**src/rtl/async_fifo_pkg.sv**
```systemverilog
// Shared pointer configuration and Gray/binary conversions for the async FIFO controllers.
package async_fifo_pkg;

    localparam int unsigned DEF_WIDTH     = 16;
    localparam int unsigned DEF_ADD_BUS   = 3;
    localparam int unsigned DEF_AF_THRESH = 6;
    localparam int unsigned PTR_W         = DEF_ADD_BUS + 1;

    // Zero-extend narrower pointers into these; the result is valid at any width up to 32.
    function automatic logic [31:0] bin2gray(input logic [31:0] b);
        return b ^ (b >> 1);
    endfunction

    function automatic logic [31:0] gray2bin(input logic [31:0] g);
        logic [31:0] b;
        b[31] = g[31];
        for (int i = 30; i >= 0; i--) begin
            b[i] = b[i+1] ^ g[i];
        end
        return b;
    endfunction

endpackage

```
**src/rtl/async_fifo_wr_ctrl_if.sv**
```systemverilog
// Write-side bundle: producer stream, RAM write port and the Gray pointers exchanged with the read side.
// The wr_level signal exists only when WR_LEVEL_EN is defined.
interface async_fifo_wr_ctrl_if #(
    parameter int unsigned WIDTH   = 16,
    parameter int unsigned ADD_BUS = 3
);
    logic               wr_valid;
    logic [WIDTH-1:0]   wr_data;
    logic               wr_ready;
    logic               ram_we;
    logic [ADD_BUS-1:0] ram_w_add;
    logic [WIDTH-1:0]   ram_din;
    logic [ADD_BUS:0]   rd_ptr_gray;
    logic [ADD_BUS:0]   wr_ptr_gray;
    logic               full;
    logic               almost_full;
    logic               overflow_err;
`ifdef WR_LEVEL_EN
    logic [ADD_BUS:0]   wr_level;
`endif

    modport master (
        output wr_valid, wr_data, rd_ptr_gray,
        input  wr_ready, ram_we, ram_w_add, ram_din, wr_ptr_gray, full, almost_full, overflow_err
`ifdef WR_LEVEL_EN
        , input wr_level
`endif
    );

    modport slave (
        input  wr_valid, wr_data, rd_ptr_gray,
        output wr_ready, ram_we, ram_w_add, ram_din, wr_ptr_gray, full, almost_full, overflow_err
`ifdef WR_LEVEL_EN
        , output wr_level
`endif
    );
endinterface

```
**src/rtl/async_fifo_wr_ctrl_gray_ptr_sync.sv**
```systemverilog
// Two-flop synchroniser for a Gray pointer crossing into the local clock domain.
module gray_ptr_sync #(
    parameter int unsigned W = 4
) (
    input  logic         clk,
    input  logic         reset,
    input  logic [W-1:0] d,
    output logic [W-1:0] q
);
    logic [W-1:0] q1;

    always_ff @(posedge clk or posedge reset) begin
        if (reset) begin
            q1 <= '0;
            q  <= '0;
        end else begin
            q1 <= d;
            q  <= q1;
        end
    end
endmodule

```
**src/rtl/async_fifo_wr_ctrl.sv**
```systemverilog
// Async FIFO write-side controller: accepts the write stream, drives the RAM write port, flags full.
// Define WR_LEVEL_EN to add the registered wr_level occupancy output.
module async_fifo_wr_ctrl
    import async_fifo_pkg::*;
#(
    parameter int unsigned WIDTH     = DEF_WIDTH,
    parameter int unsigned ADD_BUS   = DEF_ADD_BUS,
    parameter int unsigned AF_THRESH = DEF_AF_THRESH
) (
    input  logic                 w_clk,
    input  logic                 reset,
    async_fifo_wr_ctrl_if.slave  bus
);
    localparam int unsigned PW = ADD_BUS + 1;

    logic [PW-1:0] wr_bin;
    logic [PW-1:0] wr_bin_next;
    logic [PW-1:0] gray_next;
    logic [PW-1:0] rq2;
    logic [PW-1:0] rd_bin;
    logic [PW-1:0] occ_next;
    logic [PW-1:0] full_gray;
    logic [PW-1:0] wr_gray_q;
    logic          full_q;
    logic          af_q;
    logic          ovf_q;
    logic          accept;

    gray_ptr_sync #(.W(PW)) u_rd_sync (
        .clk   (w_clk),
        .reset (reset),
        .d     (bus.rd_ptr_gray),
        .q     (rq2)
    );

    // Next pointer and occupancy fold in this edge's accept and the latest synchronised read pointer.
    always_comb begin
        accept      = bus.wr_valid & ~full_q & ~reset;
        wr_bin_next = wr_bin + PW'(accept);
        gray_next   = PW'(bin2gray(32'(wr_bin_next)));
        rd_bin      = PW'(gray2bin(32'(rq2)));
        occ_next    = wr_bin_next - rd_bin;
        full_gray   = {~rq2[PW-1:PW-2], rq2[PW-3:0]};
    end

    always_ff @(posedge w_clk or posedge reset) begin
        if (reset) begin
            wr_bin    <= '0;
            wr_gray_q <= '0;
            full_q    <= 1'b0;
            af_q      <= 1'b0;
            ovf_q     <= 1'b0;
        end else begin
            wr_bin    <= wr_bin_next;
            wr_gray_q <= gray_next;
            full_q    <= (gray_next == full_gray);
            af_q      <= (occ_next >= PW'(AF_THRESH));
            if (bus.wr_valid && full_q) begin
                ovf_q <= 1'b1;
            end
        end
    end

`ifdef WR_LEVEL_EN
    logic [PW-1:0] level_q;

    always_ff @(posedge w_clk or posedge reset) begin
        if (reset) begin
            level_q <= '0;
        end else begin
            level_q <= occ_next;
        end
    end

    assign bus.wr_level = level_q;
`endif

    assign bus.wr_ready     = ~full_q & ~reset;
    assign bus.ram_we       = accept;
    assign bus.ram_w_add    = wr_bin[ADD_BUS-1:0];
    assign bus.ram_din      = bus.wr_data;
    assign bus.wr_ptr_gray  = wr_gray_q;
    assign bus.full         = full_q;
    assign bus.almost_full  = af_q;
    assign bus.overflow_err = ovf_q;
endmodule
```
**src/flat_wrapper.sv**
```systemverilog
// flat-port wrapper written by rule: the top's interface ports become plain ports
module async_fifo_wr_ctrl_flat import async_fifo_pkg::*;
#(
    parameter int unsigned WIDTH     = DEF_WIDTH,
    parameter int unsigned ADD_BUS   = DEF_ADD_BUS,
    parameter int unsigned AF_THRESH = DEF_AF_THRESH
)
  (w_clk, reset, bus_wr_valid, bus_wr_data, bus_rd_ptr_gray, bus_wr_ready, bus_ram_we, bus_ram_w_add, bus_ram_din, bus_wr_ptr_gray, bus_full, bus_almost_full, bus_overflow_err);
  async_fifo_wr_ctrl_if #(.WIDTH(WIDTH), .ADD_BUS(ADD_BUS)) bus_i ();
  input  logic w_clk;
  input  logic reset;
  input wire logic [$bits(bus_i.wr_valid)-1:0] bus_wr_valid;
  input wire logic [$bits(bus_i.wr_data)-1:0] bus_wr_data;
  input wire logic [$bits(bus_i.rd_ptr_gray)-1:0] bus_rd_ptr_gray;
  output wire logic [$bits(bus_i.wr_ready)-1:0] bus_wr_ready;
  output wire logic [$bits(bus_i.ram_we)-1:0] bus_ram_we;
  output wire logic [$bits(bus_i.ram_w_add)-1:0] bus_ram_w_add;
  output wire logic [$bits(bus_i.ram_din)-1:0] bus_ram_din;
  output wire logic [$bits(bus_i.wr_ptr_gray)-1:0] bus_wr_ptr_gray;
  output wire logic [$bits(bus_i.full)-1:0] bus_full;
  output wire logic [$bits(bus_i.almost_full)-1:0] bus_almost_full;
  output wire logic [$bits(bus_i.overflow_err)-1:0] bus_overflow_err;
  assign bus_i.wr_valid = bus_wr_valid;
  assign bus_i.wr_data = bus_wr_data;
  assign bus_i.rd_ptr_gray = bus_rd_ptr_gray;
  assign bus_wr_ready = bus_i.wr_ready;
  assign bus_ram_we = bus_i.ram_we;
  assign bus_ram_w_add = bus_i.ram_w_add;
  assign bus_ram_din = bus_i.ram_din;
  assign bus_wr_ptr_gray = bus_i.wr_ptr_gray;
  assign bus_full = bus_i.full;
  assign bus_almost_full = bus_i.almost_full;
  assign bus_overflow_err = bus_i.overflow_err;
  async_fifo_wr_ctrl #(.WIDTH(WIDTH), .ADD_BUS(ADD_BUS), .AF_THRESH(AF_THRESH)) u_core (.w_clk(w_clk), .reset(reset), .bus(bus_i));
endmodule
```
**config.mk**
```make
export PLATFORM = sky130hd
export DESIGN_NAME = async_fifo_wr_ctrl_flat
export DESIGN_NICKNAME = d
export VERILOG_FILES = /design/src/rtl/async_fifo_pkg.sv /design/src/rtl/async_fifo_wr_ctrl_if.sv /design/src/rtl/async_fifo_wr_ctrl_gray_ptr_sync.sv /design/src/rtl/async_fifo_wr_ctrl.sv /design/src/flat_wrapper.sv
export SDC_FILE = /design/constraint.sdc
export NUM_CORES = 1
export LEC_CHECK = 0
export CORE_MARGIN = 5
export CORE_UTILIZATION = 33
export CTS_CLUSTER_SIZE = 24
export DETAILED_ROUTE_END_ITERATION = 10
export PLACE_DENSITY = 0.74
export SYNTH_ARGS = -nofsm -noshare
export SYNTH_HDL_FRONTEND = slang
export SYNTH_SLANG_ARGS = --single-unit
```
**constraint.sdc**
```tcl
create_clock -name w_clk -period 2.1 [get_ports w_clk]
set_input_delay 0.63 -clock w_clk [delete_from_list [all_inputs] [get_ports w_clk]]
set_output_delay 0.63 -clock w_clk [all_outputs]
set_load 0.05 [all_outputs]
```
==> Word level (Yosys, flattened, before mapping) <==
Index checks and enable logic that the tools add are counted.
{ "op_classes": {"bitwise": 10, "add_sub_neg": 2, "reduce_logical": 1, "n_eq_ne": 1, "n_lt_le_gt_ge": 1} }
{ "ops": {"columns": ["op", "n"], "rows": [
  ["adder 4 x 1 -> 4 bit", 1],
  ["== test 4 bit", 1],
  [">= comparator 4 x 3 -> 1 bit (second input constant)", 1],
  ["subtractor 4 bit", 1],
  ["XOR 4 x 3 -> 4 bit", 1],
  ["AND 1 bit", 3],
  ["XOR 1 bit", 3],
  ["NOT 1 bit", 2],
  ["NOT 2 bit", 1],
  ["logical AND 1 bit", 1]
]} }
{ "word_totals": {"elab_cells": 22, "regBits": 19} }

==> Depth between registers and ports, before layout <==
Gate-level depths: netlist (run 1).
{ "logic_depth": {"depth_word": 6, "ltp_mapped": 10} }

==> Modules after synthesis <==
From an unflattened synthesis (run 1), not the netlist that was laid out.
{ "hier_totals": {"cells_unflattened": 75, "area_unflattened_um2": 884.6} }
{ "by_module_without_submodules": {"columns": ["module", "instances", "seq_area_each_um2", "area_per_inst_um2", "cells_each"], "rows": [
  ["async_fifo_wr_ctrl", 1, 250.2, 680.7, 66],
  ["gray_ptr_sync", 1, 200.2, 203.9, 9]
]} }

==> Worst setup path after synthesis (run 1) <==
Ideal clock, no wire load.
{ "synth_timing": {"path_type": "register to register", "from": "register u_core.full_q (netlist: u_core.bus.full)", "to": "register u_core.af_q (netlist: u_core.bus.almost_full)", "setup_slack_ps": -1466, "path_stages_with_launch": 11, "t_required_ps": 2021, "arrival_ps": 3487, "setup_time_ps": 79, "path_cell_list": "dfrtp_1 nor2_1 and2_1 ha_1 ha_1 xor2_2 ha_1 a21oi_1 o21ai_0 xor2_1 mux2i_1"} }
{ "synth_between": {"elab_chain_cells": 6} }
{ "synth_rtl": {"columns": ["element", "line_no", "source"], "rows": [
  ["start, declared", "async_fifo_wr_ctrl.sv:24", "logic full_q;"],
  ["start signal, assigned", "async_fifo_wr_ctrl.sv:56", "full_q <= (gray_next == full_gray);"],
  ["NOT 1 bit", "async_fifo_wr_ctrl.sv:38", "accept = bus.wr_valid & ~full_q & ~reset;"],
  ["AND 1 bit (2 in series)", "async_fifo_wr_ctrl.sv:38", null],
  ["net bus_ram_we", "flat_wrapper.sv:16", "output wire logic [$bits(bus_i.ram_we)-1:0] bus_ram_we;"],
  ["adder 4 x 1 -> 4 bit", "async_fifo_wr_ctrl.sv:39", "wr_bin_next = wr_bin + PW'(accept);"],
  ["net u_core.wr_bin_next[2]", "async_fifo_wr_ctrl.sv:17", "logic [PW-1:0] wr_bin_next;"],
  ["subtractor 4 bit", "async_fifo_wr_ctrl.sv:42", "occ_next = wr_bin_next - rd_bin;"],
  [">= comparator 4 x 3 -> 1 bit", "async_fifo_wr_ctrl.sv:57", "af_q <= (occ_next >= PW'(AF_THRESH));"],
  ["end signal, assigned", "async_fifo_wr_ctrl.sv:57", null],
  ["end, declared", "async_fifo_wr_ctrl.sv:25", "logic af_q;"]
]} }
The timed path passes the listed nets, and every way through them passes these cells.
A chain may end at the register's enable or synchronous reset.

==> Final worst setup path (run 1) <==
{ "layout_timing": {"from": "register u_core.full_q (netlist: u_core.bus.full)", "to": "register u_core.af_q (netlist: u_core.bus.almost_full)"} }
{ "layout_between": {"elab_chain_cells": 6} }
{ "layout_rtl": {"columns": ["element", "line_no"], "rows": [
  ["NOT 1 bit", "async_fifo_wr_ctrl.sv:38"],
  ["AND 1 bit (2 in series)", "async_fifo_wr_ctrl.sv:38"],
  ["adder 4 x 1 -> 4 bit", "async_fifo_wr_ctrl.sv:39"],
  ["net u_core.wr_bin_next[2]", "async_fifo_wr_ctrl.sv:17"],
  ["subtractor 4 bit", "async_fifo_wr_ctrl.sv:42"],
  [">= comparator 4 x 3 -> 1 bit", "async_fifo_wr_ctrl.sv:57"]
]} }
The timed path passes the listed nets, and every way through them passes these cells.

==> results of run 1 <==
[layout make-up]
type / count / area share
sequential: 18 / 0.372
inverter: 5 / 0.0155
timing repair buffer: 33 / 0.234
multi-input combinational: 35 / 0.318
tap: 30 / 0.0309
clock buffer: 4 / 0.0299
[metal layers]
layer,wire length (um),part of all wire
met1,570,0.38
met4,17,0.011
met2,754,0.50
met3,165,0.11
met5,0,0
[final timing paths]
kind,end,slack (ns),depth (start not counted)
max reg2reg,u_core.bus.almost_full,0.05,11
max,u_core.bus.almost_full,0.05,11
min,u_core.bus.overflow_err,0.34,3
max in group asynchronous,u_core.bus.full,1.55,3
min reg2reg,u_core.u_rd_sync.q[1],0.36,0
min in group w_clk,u_core.u_rd_sync.q[1],0.36,0
[cells by family after synthesis]
family | after synthesis
and+or+nand+nor | 11
xor gates and xnor gates | 13
AOI/OAI and AO/OA | 4
adders and majority gates | 6
muxes | 1
DFF | 18
buffers and inverters | 21
[cell usage after synthesis]
library cell / number
a21oi_1: 1
buf_4: 16
nand3_1: 3
a21o_1: 1
and2_1: 1
xnor2_1: 4
ha_1: 5
nand2_1: 1
mux2i_1: 1
xor2_2: 1
or3_1: 2
fa_1: 1
dfrtp_1: 18
a22oi_1: 1
o21ai_0: 1
nor2_1: 4
xor2_1: 8
inv_1: 5
[cell usage in the layout, fill, tap and decap left out, types with 2 or more instances in the layout]
cell	n
nor2_1	3
nand3_1	3
xnor2_1	3
buf_4	25
or3_1	2
dfrtp_1	17
inv_1	5
xor2_1	7
clkdlybuf4s50_1	4
ha_4	3
buf_12	2
clkbuf_4	3
[state kept, by name (all words and copies together) (netlist names)]
| name | cells |
|---|---|
| u_core.u_rd_sync.q1 | 4 |
| u_core.u_rd_sync.q | 4 |
| u_core.wr_bin | 4 |
| u_core.bus.wr_ptr_gray | 3 |
| u_core.bus.almost_full | 1 |
| u_core.bus.full | 1 |
| u_core.bus.overflow_err | 1 |
[what timing repair did]
item                       4_1_cts  5_1_grt
pin swaps                        7        6
resized for setup               14        2
setup endpoints to repair        4        2
buffers inserted                 2        0
[report_power, final]
group	internal (W)	total, W	switching (W)
combinational	0.000568	0.00131	0.000743
clock	0.000106	0.000210	0.000105
sequential	0.000456	0.000533	0.0000769
[per-stage QoR]
step / power [W] / utilization / hold WS (ns) / instances / setup WS (ns)
global placement: 0.00179 / 0.450 / 0.332 / 119 / -0.699
CTS: 0.00209 / 0.477 / 0.333 / 125 / 0.00959
detailed placement: 0.00182 / 0.450 / 0.337 / 119 / -0.744
global route: 0.00219 / 0.481 / 0.354 / 125 / -0.0547
floorplan: 0.00147 / - / 0.331 / 74 / -0.551
finish: 0.00205 / 0.481 / 0.344 / 125 / 0.0516
[critical path, delay by kind of cell, from the launching register on]
kind / cells / cell delay [ns]
buffers and inverters: 1 / 0.13
flip-flops: 1 / 0.45
adder cells (fa/ha/maj): 3 / 0.52
AND/OR/NAND/NOR: 4 / 0.43
XOR/XNOR: 2 / 0.33
multiplexers: 1 / 0.12
==> reports/metrics.yaml, run 1 <==
synthAdderAreaFrac: 0.0938
synth_nets: 103
drtIter0Drc: 6
die_width_um: 61.7
dp_hpwl_um: 1240
synth_top_family_by_area: "buffers and inverters"
register_area_um2: 452
final_nets: 125
startpoint: "u_core.bus.full"
grt_busiest_layer: "met2"
core-area_mm2: 0.00252
tightest_slew_ns: 0.375
cts_tree: "done"
seq_area_frac_synth: 0.511
yosysWarnings: 0
critPathMaxFanout: 3
rows: 18
p_per_area_mw_per_mm2: 1690
rsz0062_at_grt: "true"
route.detailed.drc: 0
drv_cap: 0
antenna_found_initial: 0
cp.arrival_ns: 2.27
num_antenna_cells: 0
yosysUniqueCellTypes: 18
synthTopCellsByArea: "dfrtp_1 (51%), buf_4 (14%), xor2_1 (8.0%)"
critPathKind: "reg -> reg"
syn_avg_cell_area_um2: 11.9
cp_cell_sequence: "nor2_4, and2_4, ha_4, ha_4, xor2_4, ha_4, buf_4, xor2_1, nor2_1, nor2_1, mux2i_1"
critPathLaunchType: "flop"
clk_pin_slew_ns: 0.10
timing.rr.start: "u_core.bus.full"
synth-compound-area-share: 0.0284
required_ns: 2.32
layout-drive-gt1-share: 0.505
grt_pass1_vias: 551
synth_simple_gate_area_frac: 0.0597
multi_input_area_um2: 385
clk_latency_ns: 0.29
grt_pass1_wl_um: 2400
wl_um: 1510
max_stage_delay_ns: 0.45
max_slew_margin: 0.749
cpMostUsedCell: "ha_4"
clock_path_buffers: 2
final_cell_area_mm2: 0.00121
avgViaCountPerCell: 4.22
peakVddDrop_mv: 0.879
end_kind: "flop"
synth_mux_area_frac: 0.0114
fmax_mhz: 488
post_dp_cell_area_mm2: 0.00113
synth_top_area_cell: "dfrtp_1"
cts_root_buf: "clkbuf_4"
grt_max_degree: 19
outcome: "finished, final reports clean"
met3_usage: 0.0335
vias: 528
grt_overflow: 0
place.gp.congestion: 0.721
die_h_um: 61.7
dieArea_mm2: 0.00380
finalMaxSlewViolations: 0
cts_sinks: 18
track_usage: 0.0893
finalWorstPathRequiredPeriod_ns: 2.05
fin_skew_ns: 0.00277
setup_tns_ns: 0
grt_use_met1: 0.0957
h-tree-depth: 1
yosys_register_bits: 18
avgRoutedWirePerCell_um: 12.1
p_leak_nw: 0.564
synth-xor-area-share: 0.138
antenna_left: 0
fillerInstances: 235
synthCells: 74
final-hold-violation-count: 0
period_share: 0.975
syn_area_um2: 881
port-buffer-count: 18
cts_buffers: 3
use_met2: 0.155
setup_viol: 0
cpMaxStageDelayCell: "dfrtp_2"
hold_path.class: "in -> async"
area_growth_syn_to_layout_pct: 37.8
drtPass1Iterations: 4
pin_count: 51
netlist.area_leader.share: 0.511
start_util: 0.349
ctsHoldBuffers: 0
Note: power is estimated with default switching activity, not from simulation.
==> run 2: changes to the inputs <==
--- a/config.mk
+++ b/config.mk
@@ -5,7 +5,6 @@
 export SDC_FILE = /design/constraint.sdc
 export NUM_CORES = 1
 export LEC_CHECK = 0
-export CORE_MARGIN = 5
 export CORE_UTILIZATION = 33
 export CTS_CLUSTER_SIZE = 24
 export DETAILED_ROUTE_END_ITERATION = 10
==> reports/metrics.yaml, run 2 (synthesized netlist as in run 1, its figures left out) <==
cts_tree: "done"
drtPass1Iterations: 2  # -2
cts_buffers: 3  # unchanged
post-route-util: 0.480  # -0.00117
hold_path.class: "in -> async"
fin_skew_ns: 0.0134  # +0.0106 ns
drv_cap: 0  # unchanged
critPathMaxFanout: 3  # unchanged
h-tree-depth: 1  # unchanged
cts_sinks: 18  # unchanged
period_share: 0.988  # +0.0123
core-area_mm2: 0.00250  # -0.89%
max_slew_margin: 0.669  # -0.0803
startpoint: "bus_wr_valid"
regToRegSetupSlack_ns: 0.04  # about the same
die_h_um: 53.7  # -13%
peakVddDrop_mv: 0.962  # +9.5%
wl_um: 1320  # -12%
avgRoutedWirePerCell_um: 10.7  # -12%
start_util: 0.352  # +0.00315
track_usage: 0.115  # +0.0257
antenna_left: 0  # unchanged
rows: 18  # unchanged
clk_latency_ns: 0.30  # about the same
layout_commonest_cell: "buf_4"
grt_pass1_wl_um: 2210  # -7.8%
grt_pass1_vias: 545  # -1.1%
ctsHoldBuffers: 0  # unchanged
rr_endpoint: "u_core.bus.almost_full"
layout-drive-gt1-share: 0.457  # -0.0478
tightest_slew_ns: 0.496  # +0.121 ns
clock_path_buffers: 2  # unchanged
finalWorstPathRequiredPeriod_ns: 2.07  # +0.0258 ns
drtIter0Drc: 1  # -5
p_per_area_mw_per_mm2: 1720  # +1.6%
cts_root_buf: "clkbuf_4"
setup_tns_ns: 0  # unchanged
final_cell_mix: "buf_4 (22), dfrtp_1 (17), xor2_1 (8)"
critPathKind: "in -> reg"
final_nets: 124  # -0.80%
antenna_found_initial: 0  # unchanged
fin_ws_ns: 0.0259  # -0.0258 ns
route.detailed.drc: 0  # unchanged
dp_hpwl_um: 1020  # -17%
p_leak_nw: 0.569  # +0.86%
critPathLaunchType: "input pin"
pin_count: 51  # unchanged
r2r_cells: 10  # -1
num_antenna_cells: 0  # unchanged
port-buffer-count: 18  # unchanged
required_ns: 2.33  # about the same
dpl_worst_slack_ns: -0.737  # +0.00732 ns
end_kind: "flop"
grt_overflow: 0  # unchanged
outcome: "finished, final reports clean"
power_w: 0.00206  # +0.43%
fmax_mhz: 482  # -1.2%
vias: 544  # +3.0%
final-hold-violation-count: 0  # unchanged
die_width_um: 53.7  # -13%
cp.arrival_ns: 2.31  # +0.04 ns
dieArea_mm2: 0.00288  # -24%
rsz0062_at_grt: "true"
area_growth_syn_to_layout_pct: 36.2
finalMaxSlewViolations: 0  # unchanged
timing.rr.start: "u_core.bus.full"
reg_top3: "u_core.u_rd_sync.q1 (4), u_core.u_rd_sync.q (4), u_core.wr_bin (4)"
place.gp.congestion: 0.784  # +8.7%
grt_max_degree: 19  # unchanged
setup_viol: 0  # unchanged
clk_pin_slew_ns: 0.10  # about the same
avgViaCountPerCell: 4.39  # +3.9%
[run 2: area by class of cell]
| cell class | count | area, um2 |
|---|---|---|
| Clock buffer | 4 | 36.3 |
| Fill cell | 223 | 1300 |
| Inverter | 5 | 18.8 |
| Multi-Input combinational cell | 35 | 370 |
| Sequential cell | 18 | 452 |
| Tap cell | 30 | 37.5 |
| Timing Repair Buffer | 32 | 285 |
[run 2: what timing repair did]
action | CTS | global route
buffers inserted | 0 | 1
pin swaps | 6 | 6
endpoints found under the setup margin | 4 | 3
resized for setup | 12 | 3
[run 2: worst max path at each step]
stage	endpoint	slack (ns)	depth (start not counted)
2_1_floorplan	u_core.bus.almost_full	-0.55	10
3_3_place_gp	u_core.bus.full	-0.69	10
3_5_place_dp	u_core.bus.almost_full	-0.74	11
4_1_cts	u_core.bus.almost_full	0.007	9
5_1_grt	u_core.bus.almost_full	-0.09	9
6_report	u_core.bus.almost_full	0.03	10
[run 2: power breakdown]
group / total, W / internal, W / switching [W]
clock: 0.000209 / 0.000106 / 0.000104
combinational: 0.00132 / 0.000573 / 0.000750
sequential: 0.000531 / 0.000456 / 0.0000750
[run 2: routing by layer]
layer,part of all wire,global-route usage,up-vias
met2,0.53,0.198,21
met1,0.35,0.107,257
met5,0,0,-
met3,0.088,0.0621,8
met4,0.030,0.0658,0
li1,-,-,258
[run 2: stage by stage]
| stage | hold slack, ns | instance area, um2 | instances |
|---|---|---|---|
| floorplan | 0.331 | 945 | 74 |
| global placement | 0.333 | 1140 | 119 |
| detailed placement | 0.337 | 1140 | 119 |
| CTS | 0.325 | 1180 | 123 |
| global route | 0.334 | 1200 | 124 |
| finish | 0.324 | 1200 | 124 |
[run 2: worst max-delay path: stages]
cell and delay [ns]:
buf_2 0.11, and2_4 0.16, ha_4 0.16, ha_4 0.27, inv_1 0.06, fa_1 0.43
xor2_1 0.16, nor2_1 0.15, nor2_1 0.06, mux2i_1 0.12
==> variant 1: new RTL, settings of run 2 <==
The package constant `DEF_ADD_BUS` goes from 3 to 6.
--- a/src/rtl/async_fifo_pkg.sv
+++ b/src/rtl/async_fifo_pkg.sv
@@ -4,3 +4,3 @@
     localparam int unsigned DEF_WIDTH     = 16;
-    localparam int unsigned DEF_ADD_BUS   = 3;
+    localparam int unsigned DEF_ADD_BUS   = 6;
     localparam int unsigned DEF_AF_THRESH = 6;
Interface: changed (resized bus_ram_w_add, bus_rd_ptr_gray and bus_wr_ptr_gray); port bits go from 51 to 60. No check against the original RTL was run, so the function may have changed too.
==> variant 1 against run 2 <==
  * The flow now finishes with violations (setup timing)
  * Register-to-register slack worse by 0.89 ns
  * Critical path depth is 3 higher
  * Final cell count rose by 82%
  * Sequential cell count increased by 12
  * Routed wire length rose by 130%
  * Synthesized area rose by 64%
  * Die area rose by 62%
  * Worst setup slack worse by 0.88 ns
  * Cell area is 87% higher
  * Total power grew 65%
  * Hold slack better by 0.023 ns
  * Sequential power rose by 60%
  * Clock power rose to 2.7 times the old value
==> variant 1: results (changes against run 2) <==
[outcome]
status = finished with violations
violations = setup timing

[finish]
fillers = 347  ; +56%
reg.largest.list = u_core.u_rd_sync.q1 x7, u_core.u_rd_sync.q x7, u_core.wr_bin x7
final_nets = 208  ; +68%
post_route_cells_drive_above_1_share_pct = 55.7  ; +9.9 points

[placement]
hpwl_um = 2200  ; +120%
numPortBuffers = 27  ; +9
place_area_um2 = 1940  ; +71%
gp_congestion = 0.843  ; +7.6%
post-place-ws_ns = -1.08  ; -0.346 ns

[synth]
ys_types = 29  ; +11
synthXorXnorAreaFrac_pct = 18.3  ; +4.5 points
synth_compound_area_share_pct = 5.71  ; +2.9 points
synth_area_leaders = dfrtp_1 52%, buf_4 8.3%, xnor2_1 7.9%, ha_1 5.2%, xnor2_2 4.5%
synthArstFlopShare_pct = 100  ; unchanged
synth.area.mux_share_pct = 0  ; -1.1 points
seq_area_frac_synth_pct = 51.9  ; +0.77 points
synth_fa_ha_area_share_pct = 6.57  ; -2.8 points
syn_nets = 151  ; +47%

[grt]
grt_pass1_vias = 1136  ; +110%
grt_max_degree = 31  ; +12
grt_pass1_wl_um = 5110  ; +130%
grt_use_total_pct = 16.0  ; +4.5 points

[clocking]
h-tree-depth = 2  ; +1
cts_buffers = 5  ; +2
clk_pin_slew_worst_paths_ns = 0.07  ; -0.03 ns
cts_root_buf = clkbuf_8

[power]
leakagePower_nw = 1.04  ; +83%
vdd_drop_max_v = 0.000674  ; -30%

[drt]
first_iter_violations = 71  ; +70
wl_met3_um = 177  ; +51%
vias_per_cell = 4.54  ; +3.6%
wl_met1_um = 1170  ; +150%
post_drt_wl_per_cell_um = 13.4  ; +26%
dr.pass1.iters = 6  ; +4

[setup_path]
cp-endpoint = u_core.bus.almost_full
crit_arrival_ns = 3.16  ; +0.85 ns

[sta]
setup_ws_ns = -0.851  ; -0.876 ns
tightest_slew_ns = 0.368  ; -0.128 ns
setup_viol = 2  ; +2
skew_ns = 0.00670  ; -0.00671 ns

[hold_path]
hold_class = register to register

==> variant 1: worst min-delay path by stage <==
stage / startpoint / to / slack [ns] / cells past startpoint
6_report: u_core.u_rd_sync.q1[1] / u_core.u_rd_sync.q[1] / 0.35 / 0
5_1_grt: u_core.u_rd_sync.q1[5] / u_core.u_rd_sync.q[5] / 0.35 / 0
4_1_cts: u_core.u_rd_sync.q1[1] / u_core.u_rd_sync.q[1] / 0.35 / 0
3_5_place_dp: u_core.u_rd_sync.q1[1] / u_core.u_rd_sync.q[1] / 0.33 / 0
3_3_place_gp: u_core.u_rd_sync.q1[2] / u_core.u_rd_sync.q[2] / 0.33 / 0
2_1_floorplan: u_core.u_rd_sync.q1[0] / u_core.u_rd_sync.q[0] / 0.33 / 0
==> variant 1: per-stage QoR <==
step,hold WS (ns),TNS (ns),cells
detailed placement,0.335,-6.05,210
CTS,0.349,-1.13,224
global route,0.354,-1.33,226
floorplan,0.331,-1.84,118
finish,0.347,-1.04,226
global placement,0.331,-5.07,210
==> variant 1: final cells by class <==
cell class                 count  area, µm²  area share (%)
clock buffer                   5       68.8            3.07
clock inverter                 3       40.0            1.79
inverter                       6       22.5            1.01
multi-input combinational     66        749            33.5
sequential                    30        752            33.6
tap                           50       62.6            2.79
timing repair buffer          66        543            24.3
==> variant 1: cell families after synthesis <==
kind of cell | Yosys count
DFF | 30
xor gates and xnor gates | 25
buffers and inverters | 22
and+or+nand+nor | 22
AOI/OAI and AO/OA | 12
adders and majority gates | 7
==> variant 1: worst max-delay path, cell delays in order, from the launching register on <==
cell,delay (ns)
dfrtp_1,0.40
xnor2_2,0.24
xor2_2,0.23
xnor2_2,0.16
xnor2_2,0.16
xor2_2,0.19
xnor2_1,0.14
ha_2,0.21
inv_2,0.04
fa_2,0.38
a221oi_2,0.26
o21ai_1,0.12
and4b_1,0.21
o211ai_1,0.15
==> variant 1: where the power goes <==
part	total [W]	switching, W	leakage [nW]	internal [W]
sequential	0.000851	0.000134	0.360	0.000717
clock	0.000564	0.000216	0.0579	0.000348
combinational	0.00198	0.00108	0.625	0.000900
==> variant 1: routing by layer <==
layer  global-route usage (%)  up-vias
li1                         -      480
met1                     16.5      490
met2                     27.5       38
met3                     4.83       19
met4                     10.9        0
met5                        0        -
==> variant 1: what timing repair did <==
action	in CTS	in global routing
gates resized for setup	16	15
setup buffers	6	4
endpoints found under the setup margin	11	4
pin swaps	7	9
==> variant 2: new RTL, settings of run 2 <==
Made on the original files. The package constant `DEF_AF_THRESH` goes from 6 to 3.
--- a/src/rtl/async_fifo_pkg.sv
+++ b/src/rtl/async_fifo_pkg.sv
@@ -5,3 +5,3 @@
     localparam int unsigned DEF_ADD_BUS   = 3;
-    localparam int unsigned DEF_AF_THRESH = 6;
+    localparam int unsigned DEF_AF_THRESH = 3;
     localparam int unsigned PTR_W         = DEF_ADD_BUS + 1;
Formal check against the unedited RTL: not equivalent (Yosys sat finds a counterexample within 4 cycles, from zero or initial values and one cycle with reset high).
==> variant 2 against run 2 <==
  * The flow now finishes with violations (setup timing)
  * Combinational power grew 8%
  * Routed wire length is 20% higher
  * Non-clock buffer count increased by 5
  * Worst setup slack got worse by 0.16 ns
  * Synthesized area rose by 4.8%
  * Sequential cell count unchanged
  * Utilization up 2.4 points
  * Cell area is 7.8% higher
  * Hold slack improved by 0.033 ns
  * Total power rose by 4.8%
==> variant 2: results (changes against run 2) <==
[placement]
hpwl_um = 1220  ; +19%

[hold_path]
hold_class = register to register

[sta]
slew_headroom_pct = 75.6  ; +8.7 points
whs_ns = 0.358  ; +0.0331 ns
fin_setup_tns_ns = -0.131  ; -0.131 ns
setup_viol = 1  ; +1
setup_ws_ns = -0.131  ; -0.157 ns

[finish]
fillers = 244  ; +9.4%
multi_input_area_share_pct = 33.3  ; +2.4 points
buffers = 37  ; +16%
multi_input_area_um2 = 430  ; +16%
n_sequential_cell = 18  ; unchanged
num-multi-input-gates = 36  ; +2.9%
sh_seq_area_pct = 34.9  ; -2.7 points
post_route_cells_drive_above_1_share_pct = 53.5  ; +7.7 points

[setup_path]
r2r_start = u_core.u_rd_sync.q[2]
cp_max_fo = 4  ; +1
rr_worst_depth = 8  ; -2
startpoint = u_core.u_rd_sync.q[2]

[outcome]
status = finished with violations
violations = setup timing

[grt]
grt_pass1_wl_um = 2660  ; +20%
grt_pass1_vias = 615  ; +13%

[drt]
wl_um = 1590  ; +20%
dr.pass1.iters = 3  ; +1
first_iter_violations = 4  ; +3

[synth]
synth_area_leaders = dfrtp_1 49%, buf_4 13%, xor2_1 6.6%, xnor2_1 5.7%, ha_1 5.4%
syn_nets = 104  ; +0.97%
ys_types = 21  ; +3
synth_common_cells = 18 x dfrtp_1, 16 x buf_4, 7 x xor2_1, 6 x inv_1, 6 x xnor2_1

[variant 2: cell count changes after synthesis, sizes merged]
cell	delta
a211o	+1
nor2	-3
nand2	-1
nor3b	+2
mux2	+1
mux2i	-1
o21ai	-1
and3	+1
ha	-1
xnor2	+2
nor4	+1
xor2	-1
o32ai	+1
inv	+1
[variant 2: cell families (layout without fill, tap and decap cells)]
family,count (synthesis),in the layout,synth area share (%)
adder cells (fa/ha/maj),5,5,7.59
XOR/XNOR,14,14,15.3
multiplexers,1,1,1.63
buffers and inverters,22,47,15.4
flip-flops,18,18,48.8
AO/OA/AOI/OAI,5,5,4.07
AND/OR/NAND/NOR,11,11,7.18
[variant 2: critical path: stages, from the launching register on]
cell,delay [ns]
dfrtp_1,0.41
xnor2_2,0.23
xor2_2,0.23
xnor2_2,0.12
ha_4,0.17
fa_2,0.37
a211o_1,0.26
nor3b_2,0.21
o32ai_2,0.12
[variant 2: layer usage]
layer | part of all wire [%] | GRT usage, %
met3 | 7.6 | 4.92
met2 | 53 | 23.1
met4 | 3.1 | 7.08
met5 | 0 | 0
met1 | 36 | 13.4
[variant 2: per-stage QoR]
stage / worst slack, ns / std cells
6_report: -0.131 / 131
5_1_grt: -0.267 / 131
4_1_cts: -0.214 / 128
3_5_place_dp: -0.891 / 123
3_3_place_gp: -0.798 / 123
2_1_floorplan: -0.562 / 76
[variant 2: repair_timing]
| item | CTS | global route |
|---|---|---|
| resized for setup | 9 | 3 |
| hold endpoints to repair | 0 | 0 |
| pin swaps | 7 | 8 |
| buffers inserted | 1 | 3 |
| endpoints found under the setup margin | 4 | 2 |
[variant 2: power breakdown]
part | switching [W] | leakage (nW) | internal [W]
registers | 0.0000785 | 0.208 | 0.000451
logic | 0.000761 | 0.364 | 0.000660
clock network | 0.000105 | 0.0210 | 0.000106
